--- src/rtl/task_read_port_pkg.sv ---
// Shared types and defaults for the task-based read port and its register bank.
package task_read_port_pkg;

  localparam int DEF_DW    = 8;
  localparam int DEF_AW    = 2;
  localparam int DEF_CNT_W = 8;

  // 2'd3 is unused; the FSM treats it as illegal and recovers to S_IDLE.
  typedef enum logic [1:0] {
    S_IDLE  = 2'd0,
    S_FETCH = 2'd1,
    S_RESP  = 2'd2
  } state_t;

endpackage

--- src/rtl/task_read_port_if.sv ---
// Write strobe plus read request/response bundle for task_read_port.
interface task_read_port_if #(
  parameter int DW    = 8,
  parameter int AW    = 2,
  parameter int CNT_W = 8
);
  logic             wr_en;
  logic [AW-1:0]    wr_addr;
  logic [DW-1:0]    wr_data;
  logic             rd_req_valid;
  logic             rd_req_ready;
  logic [AW-1:0]    rd_req_addr;
  logic             rd_valid;
  logic             rd_ready;
  logic [DW-1:0]    rd_data;
  logic [CNT_W-1:0] rd_count;

  modport master (
    output wr_en, wr_addr, wr_data, rd_req_valid, rd_req_addr, rd_ready,
    input  rd_req_ready, rd_valid, rd_data, rd_count
  );

  modport slave (
    input  wr_en, wr_addr, wr_data, rd_req_valid, rd_req_addr, rd_ready,
    output rd_req_ready, rd_valid, rd_data, rd_count
  );
endinterface

--- src/rtl/task_reg_bank.sv ---
// Register bank with an always-accepted write port and a registered fetch
// port; the fetch sees a same-cycle write to its address (write-first).
module task_reg_bank #(
  parameter int DW = 8,
  parameter int AW = 2
) (
  input  logic          clk,
  input  logic          rst,
  input  logic          wr_en,
  input  logic [AW-1:0] wr_addr,
  input  logic [DW-1:0] wr_data,
  input  logic          fetch_en,
  input  logic [AW-1:0] fetch_addr,
  output logic [DW-1:0] fetch_data
);

  localparam int DEPTH = 1 << AW;

  logic [DEPTH-1:0][DW-1:0] bank_r;
  logic [DEPTH-1:0][DW-1:0] bank_nxt_s;
  logic [DEPTH-1:0][DW-1:0] bank_clr_s;
  logic [DW-1:0]            fetch_s;
  logic [DW-1:0]            data_r;

  task automatic clear_bank(output logic [DEPTH-1:0][DW-1:0] img);
    img = '0;
  endtask

  task automatic read_data(input logic [AW-1:0] addr, output logic [DW-1:0] data);
    if (wr_en && (wr_addr == addr)) begin
      data = wr_data;
    end else begin
      data = bank_r[addr];
    end
  endtask

  // Next bank image, cleared image and bypassed fetch value.
  always_comb begin
    bank_nxt_s = bank_r;
    if (wr_en) begin
      bank_nxt_s[wr_addr] = wr_data;
    end else begin
      bank_nxt_s = bank_r;
    end
    clear_bank(bank_clr_s);
    read_data(fetch_addr, fetch_s);
  end

  // Storage and the held fetch result; data_r only moves on a fetch.
  always_ff @(posedge clk or posedge rst) begin
    if (rst) begin
      bank_r <= '0;
      data_r <= '0;
    end else begin
      bank_r <= bank_nxt_s;
      if (fetch_en) begin
        data_r <= fetch_s;
      end else begin
        data_r <= data_r;
      end
    end
  end

  assign fetch_data = data_r;

endmodule

--- src/rtl/task_read_port.sv ---
// Read request/response FSM over task_reg_bank: one request in flight,
// IDLE -> FETCH -> RESP, with a wrapping completed-read counter.
module task_read_port
  import task_read_port_pkg::*;
#(
  parameter int DW    = DEF_DW,
  parameter int AW    = DEF_AW,
  parameter int CNT_W = DEF_CNT_W
) (
  input  logic            clk,
  input  logic            rst,
  task_read_port_if.slave bus
);

  state_t           state_r;
  logic [AW-1:0]    addr_r;
  logic             rd_req_ready_r;
  logic             rd_valid_r;
  logic [CNT_W-1:0] rd_count_r;
  logic             fetch_en_s;
  logic [DW-1:0]    data_s;

  assign fetch_en_s = (state_r == S_FETCH);

  task_reg_bank #(.DW(DW), .AW(AW)) u_bank (
    .clk        (clk),
    .rst        (rst),
    .wr_en      (bus.wr_en),
    .wr_addr    (bus.wr_addr),
    .wr_data    (bus.wr_data),
    .fetch_en   (fetch_en_s),
    .fetch_addr (addr_r),
    .fetch_data (data_s)
  );

  // Handshake FSM with registered ready/valid and completion counter.
  always_ff @(posedge clk or posedge rst) begin
    if (rst) begin
      state_r        <= S_IDLE;
      addr_r         <= '0;
      rd_req_ready_r <= 1'b0;
      rd_valid_r     <= 1'b0;
      rd_count_r     <= '0;
    end else begin
      case (state_r)
        S_IDLE: begin
          rd_valid_r <= 1'b0;
          if (bus.rd_req_valid && rd_req_ready_r) begin
            addr_r         <= bus.rd_req_addr;
            rd_req_ready_r <= 1'b0;
            state_r        <= S_FETCH;
          end else begin
            rd_req_ready_r <= 1'b1;
            state_r        <= S_IDLE;
          end
        end
        S_FETCH: begin
          rd_req_ready_r <= 1'b0;
          rd_valid_r     <= 1'b1;
          state_r        <= S_RESP;
        end
        S_RESP: begin
          if (bus.rd_ready) begin
            rd_valid_r     <= 1'b0;
            rd_req_ready_r <= 1'b1;
            rd_count_r     <= rd_count_r + CNT_W'(1);
            state_r        <= S_IDLE;
          end else begin
            rd_valid_r     <= 1'b1;
            rd_req_ready_r <= 1'b0;
            state_r        <= S_RESP;
          end
        end
        default: begin
          rd_valid_r     <= 1'b0;
          rd_req_ready_r <= 1'b0;
          state_r        <= S_IDLE;
        end
      endcase
    end
  end

  assign bus.rd_req_ready = rd_req_ready_r;
  assign bus.rd_valid     = rd_valid_r;
  assign bus.rd_data      = data_s;
  assign bus.rd_count     = rd_count_r;

endmodule
--- src/flat_wrapper.sv ---
// flat-port wrapper written by rule: the top's interface ports become plain ports
module task_read_port_flat import task_read_port_pkg::*;
#(
  parameter int DW    = DEF_DW,
  parameter int AW    = DEF_AW,
  parameter int CNT_W = DEF_CNT_W
)
  (clk, rst, bus_wr_en, bus_wr_addr, bus_wr_data, bus_rd_req_valid, bus_rd_req_addr, bus_rd_ready, bus_rd_req_ready, bus_rd_valid, bus_rd_data, bus_rd_count);
  task_read_port_if #(.DW(DW), .AW(AW), .CNT_W(CNT_W)) bus_i ();
  input  logic clk;
  input  logic rst;
  input wire logic [$bits(bus_i.wr_en)-1:0] bus_wr_en;
  input wire logic [$bits(bus_i.wr_addr)-1:0] bus_wr_addr;
  input wire logic [$bits(bus_i.wr_data)-1:0] bus_wr_data;
  input wire logic [$bits(bus_i.rd_req_valid)-1:0] bus_rd_req_valid;
  input wire logic [$bits(bus_i.rd_req_addr)-1:0] bus_rd_req_addr;
  input wire logic [$bits(bus_i.rd_ready)-1:0] bus_rd_ready;
  output wire logic [$bits(bus_i.rd_req_ready)-1:0] bus_rd_req_ready;
  output wire logic [$bits(bus_i.rd_valid)-1:0] bus_rd_valid;
  output wire logic [$bits(bus_i.rd_data)-1:0] bus_rd_data;
  output wire logic [$bits(bus_i.rd_count)-1:0] bus_rd_count;
  assign bus_i.wr_en = bus_wr_en;
  assign bus_i.wr_addr = bus_wr_addr;
  assign bus_i.wr_data = bus_wr_data;
  assign bus_i.rd_req_valid = bus_rd_req_valid;
  assign bus_i.rd_req_addr = bus_rd_req_addr;
  assign bus_i.rd_ready = bus_rd_ready;
  assign bus_rd_req_ready = bus_i.rd_req_ready;
  assign bus_rd_valid = bus_i.rd_valid;
  assign bus_rd_data = bus_i.rd_data;
  assign bus_rd_count = bus_i.rd_count;
  task_read_port #(.DW(DW), .AW(AW), .CNT_W(CNT_W)) u_core (.clk(clk), .rst(rst), .bus(bus_i));
endmodule
--- config.mk ---
export PLATFORM = sky130hd
export DESIGN_NAME = task_read_port_flat
export DESIGN_NICKNAME = d
export VERILOG_FILES = /design/src/rtl/task_read_port_pkg.sv /design/src/rtl/task_read_port_if.sv /design/src/rtl/task_reg_bank.sv /design/src/rtl/task_read_port.sv /design/src/flat_wrapper.sv
export SDC_FILE = /design/constraint.sdc
export NUM_CORES = 1
export LEC_CHECK = 0
export CAP_MARGIN = 25
export CELL_PAD_IN_SITES_DETAIL_PLACEMENT = 0
export CELL_PAD_IN_SITES_GLOBAL_PLACEMENT = 1
export CORE_MARGIN = 5
export CORE_UTILIZATION = 30
export CTS_BUF_LIST = sky130_fd_sc_hd__clkbuf_16
export DETAILED_ROUTE_END_ITERATION = 8
export PLACE_DENSITY_LB_ADDON = 0.2
export SETUP_SLACK_MARGIN = 0.3
export SKIP_LAST_GASP = 1
export SLEW_MARGIN = 5
export SYNTH_ARGS = -nofsm -noshare
export SYNTH_HDL_FRONTEND = slang
export SYNTH_SLANG_ARGS = --single-unit
--- constraint.sdc ---
create_clock -name clk -period 2.6 [get_ports clk]
set_input_delay 0.78 -clock clk [delete_from_list [all_inputs] [get_ports clk]]
set_output_delay 0.78 -clock clk [all_outputs]
set_load 0.05 [all_outputs]
==> summary by stage, run 1 <==
STA
The final-report setup violation count is 0. The fraction of the cycle the final worst path needs is 0.867. The summed negative setup slack over all endpoints is 0 ns.

Across all setup checks in the final design, the least slack found is between 0.3 and 0.4 ns. The worst hold slack is between 0.4 and 0.5 ns. The headroom to the max-slew limit is 0.584.

The transition time at the pin with the least slew margin is 0.625 ns. Timing would allow up to between 400 and 500 MHz. The final number of max-transition violations was 0. The post-route minimum period is about 2.3 ns. Setup repair after global routing left no endpoint under its margin. For the final database, setup skew stands at between 0.005 and 0.006 ns. The hold violation count in the final report came to 0.

Pwr
The maximum vdd drop is 364 uV. The leakage power figure is around 1.4 nW. Power spread over the standard cell area amounts to about 1000 nW/um^2. The completed layout was analyzed and its total power is between 3 and 4 mW.

Finish
At the end of the flow the core is filled with cells to 0.396. The post-route cell area is slightly above 3000 sq um. From synthesis to final layout, the design area changed by 27.7%.

The antenna cell count is 0. The number of non-filler instances in the completed layout is just over 300. After filler insertion, the fill cell instance count of the layout stands at 730. The fraction of final layout cells with drive strength greater than 1 is 0.306.

The number of nets in the final layout is about 230.

Yosys
The sequential-to-total area share from yosys stat is 0.557. dfrtp_1 is the most common cell in the netlist. The share of synthesized area in the top cell type comes to 0.557.

The cell taking the most area after synthesis is dfrtp_1. Sorting the synthesized cells by area gives the leading types as dfrtp_1 56%, mux2_2 16%, mux4_2 6.5%. In the synthesized netlist, the cells that appear most often are 54 x dfrtp_1, 35 x mux2_2, 8 x a221o_1. The mean instance size in the synthesized netlist is about 15 sq um. In the synthesized netlist the dominant register cell turns out to be dfrtp_1. The number of warnings issued by yosys is 0.

The async set-or-reset flop fraction in the synthesized netlist is 1.00. The synthesized design contains 54 register bits. The cell count after synthesis is 160. Yosys mapped a number of flops with a built-in enable equal to 0. The number of distinct library cell variants in the gate-level netlist after synthesis is 27. The cell area that synthesis handed to floorplanning was about 2400 sq um. The net count after synthesis is approximately 180.

Route
In this run the remaining antenna-violating nets after routing total 0. For this block, the via count after detailed routing is approximately 1400. The mean routed wirelength per cell is ~17 microns. The mean number of vias per cell is 4.70. The number of DRC violations after detailed routing is 0. The first TritonRoute pass finished after 4 iterations.

The count of routing violations after the opening detailed-route iteration is 38. The overall routed net length is around 5.2 mm.

Job
The max-cap check violation count is 0.

Critical path
The classification of the worst setup path is flip-flop to output pin. At the worst endpoint, the required time is between 1.5 and 2 ns. The cell with the biggest individual delay on the critical path is clkdlybuf4s50_1. The worst register-to-register path ends at u_core.u_bank.fetch_data[3]. The flop-to-flop setup slack is between 0.7 and 0.8 ns. The worst-case reg-to-reg path depth is 3. The signal on the critical path passes through clkdlybuf4s50_1.

STA classifies the critical path endpoint as an output pin. The critical path data arrival time is ~1.5 ns. The startpoint type of the worst setup path is a flip-flop. Along the worst path, the maximum fanout reaches 2. The count of buffering cells on the critical path with inverters included is 1.

The start of the worst register-to-register path is u_core.addr_r[1]. The family with the most delay on the worst path is buffers and inverters. The delay of the slowest critical-path stage is 0.82 ns.

Clock network
The H-tree depth reported by CTS is 2. The largest buffer count on any clock path is 2. The clock-pin slew on the worst setup and hold paths is approximately 0.07 ns. The number of clock buffers inserted by TritonCTS is 5. For this design, the sink count on the clock tree is between 50 and 60. TritonCTS built the clock tree. In this run, post-CTS hold repair placed 0 buffers. Clock latency on the worst-skew pair, taken at its later pin, is 0.28 ns. The cell at the root of the clock tree is clkbuf_16. Post-CTS timing repair inserted 0 buffers for setup.

GRT
Summed over all layers, the global routing overflow is 0. The maximum number of pins on one net before global-route repair is 55. The first global-routing pass estimated about 9 mm of wire.

The via count of the first global-routing pass is around 1700. The initial antenna violation count came to 0. For this run, the total global-route usage over all layers was measured as 0.115.

Floorplanning
The die footprint is between 9000 and 10000 sq um. Measured along the x axis, the die boundary spans 99.9 microns. The row count is 32. The placeable core region is around 7800 sq um. The initial utilization of the core area, before any placement, comes to 0.311. The vertical extent of the die is 99.9 microns. For this design the top-level I/O count stands at 35.

Place
The worst-case setup slack after placement is between 0.15 and 0.2 ns. Port buffering added 34 buffers. After detailed placement, the total cell area comes to ~2900 sq um. At the end of routability-driven placement, the weighted congestion stood at around 0.7. Detailed placement ended at an HPWL of between 3 and 4 mm. The count of placed standard cells including taps is 300.

Outcome
The flow ran to the end, and the final reports show no timing, DRC or antenna violations.

Min path
The path class of the tightest hold or removal check is flip-flop to flip-flop. The worst hold path terminates at u_core.bus.rd_count[7]. The worst hold path stage count is 1. The startpoint identified for the worst hold timing path is u_core.bus.rd_count[7].
-- registers in the layout, summed over array words and instances, names as in the netlist --
signal / cells
u_core.bus.rd_count: 8
u_core.state_r: 2
u_core.u_bank.bank_r: 32
u_core.bus.rd_valid: 1
u_core.u_bank.fetch_data: 8
u_core.bus.rd_req_ready: 1
u_core.addr_r: 2
-- cell type report --
type                            count  area (sq um)  area share
Sequential cell                    54          1350       0.437
Tap cell                          102           128      0.0412
Timing Repair Buffer               43           422       0.136
Clock buffer                        5           125      0.0404
Inverter                            5          18.8     0.00606
Multi-Input combinational cell     96          1010       0.327
Clock inverter                      3          40.0      0.0129
-- worst max path at each step --
stage                                            from                          end  depth (start not counted)
after floorplan                                   rst             u_core.addr_r[0]                          1
final                     u_core.u_bank.fetch_data[0]               bus_rd_data[0]                          1
after detailed placement               bus_wr_addr[1]  u_core.u_bank.fetch_data[7]                          4
after global routing      u_core.u_bank.fetch_data[4]               bus_rd_data[4]                          1
after CTS                      u_core.bus.rd_count[6]              bus_rd_count[6]                          1
after global placement                 bus_wr_addr[1]  u_core.u_bank.fetch_data[7]                          4
-- logic make-up after synthesis --
| logic type | count (synthesis) | share of synthesized area |
|---|---|---|
| and+or+nand+nor | 28 | 0.0743 |
| AOI/OAI and AO/OA | 11 | 0.0439 |
| buffers and inverters | 10 | 0.0258 |
| xor gates and xnor gates | 9 | 0.0356 |
| DFF | 54 | 0.557 |
| muxes | 44 | 0.243 |
| adders and majority gates | 4 | 0.0206 |
-- placed cells by master (no fill, tap or decap), types with 2 or more instances in the layout --
master           netlist  routed
dfrtp_1               54      54
mux2_2                35      35
clkdlybuf4s50_1        0      26
a221o_1                8       8
buf_4                  0       8
nand2_1                7       7
mux4_2                 7       7
nor2b_1                7       7
xnor2_1                5       5
clkbuf_16              0       5
dlygate4sd2_1          0       5
inv_1                  5       4
ha_1                   4       4
xor2_1                 3       3
dlymetal6s2s_1         0       3
nand3_1                2       2
nand3b_1               2       2
and3_1                 2       2
nor2_1                 2       2
nand4_1                2       2
clkinv_2               0       2
-- power by group --
part | leakage [nW] | total (mW) | internal, mW | switching (mW)
clock | 0.0836 | 0.737 | 0.451 | 0.286
sequential | 0.659 | 1.28 | 1.06 | 0.219
combinational | 0.626 | 1.23 | 0.569 | 0.660
-- routing by layer --
layer / global-route usage / wire, microns / share of wire / up-vias
li1: - / - / - / 678
met5: 0 / 0 / 0 / -
met4: 0.0347 / 44 / 0.0085 / 0
met1: 0.154 / 2380 / 0.46 / 751
met3: 0.0278 / 146 / 0.028 / 2
met2: 0.186 / 2620 / 0.50 / 16
-- timing repair --
item / CTS / global route
gates resized for setup: 5 / 3
endpoints found under the setup margin: 5 / 3
pin swaps: 0 / 0
Power figures use the tool's default switching activity.
==> run 2, diff against run 1 <==
Settings changed: CAP_MARGIN 25 to 20, CTS_CLUSTER_DIAMETER set to 80.
==> results of run 2 <==
Final layout, timing and power as in run 1 (identical DEF).
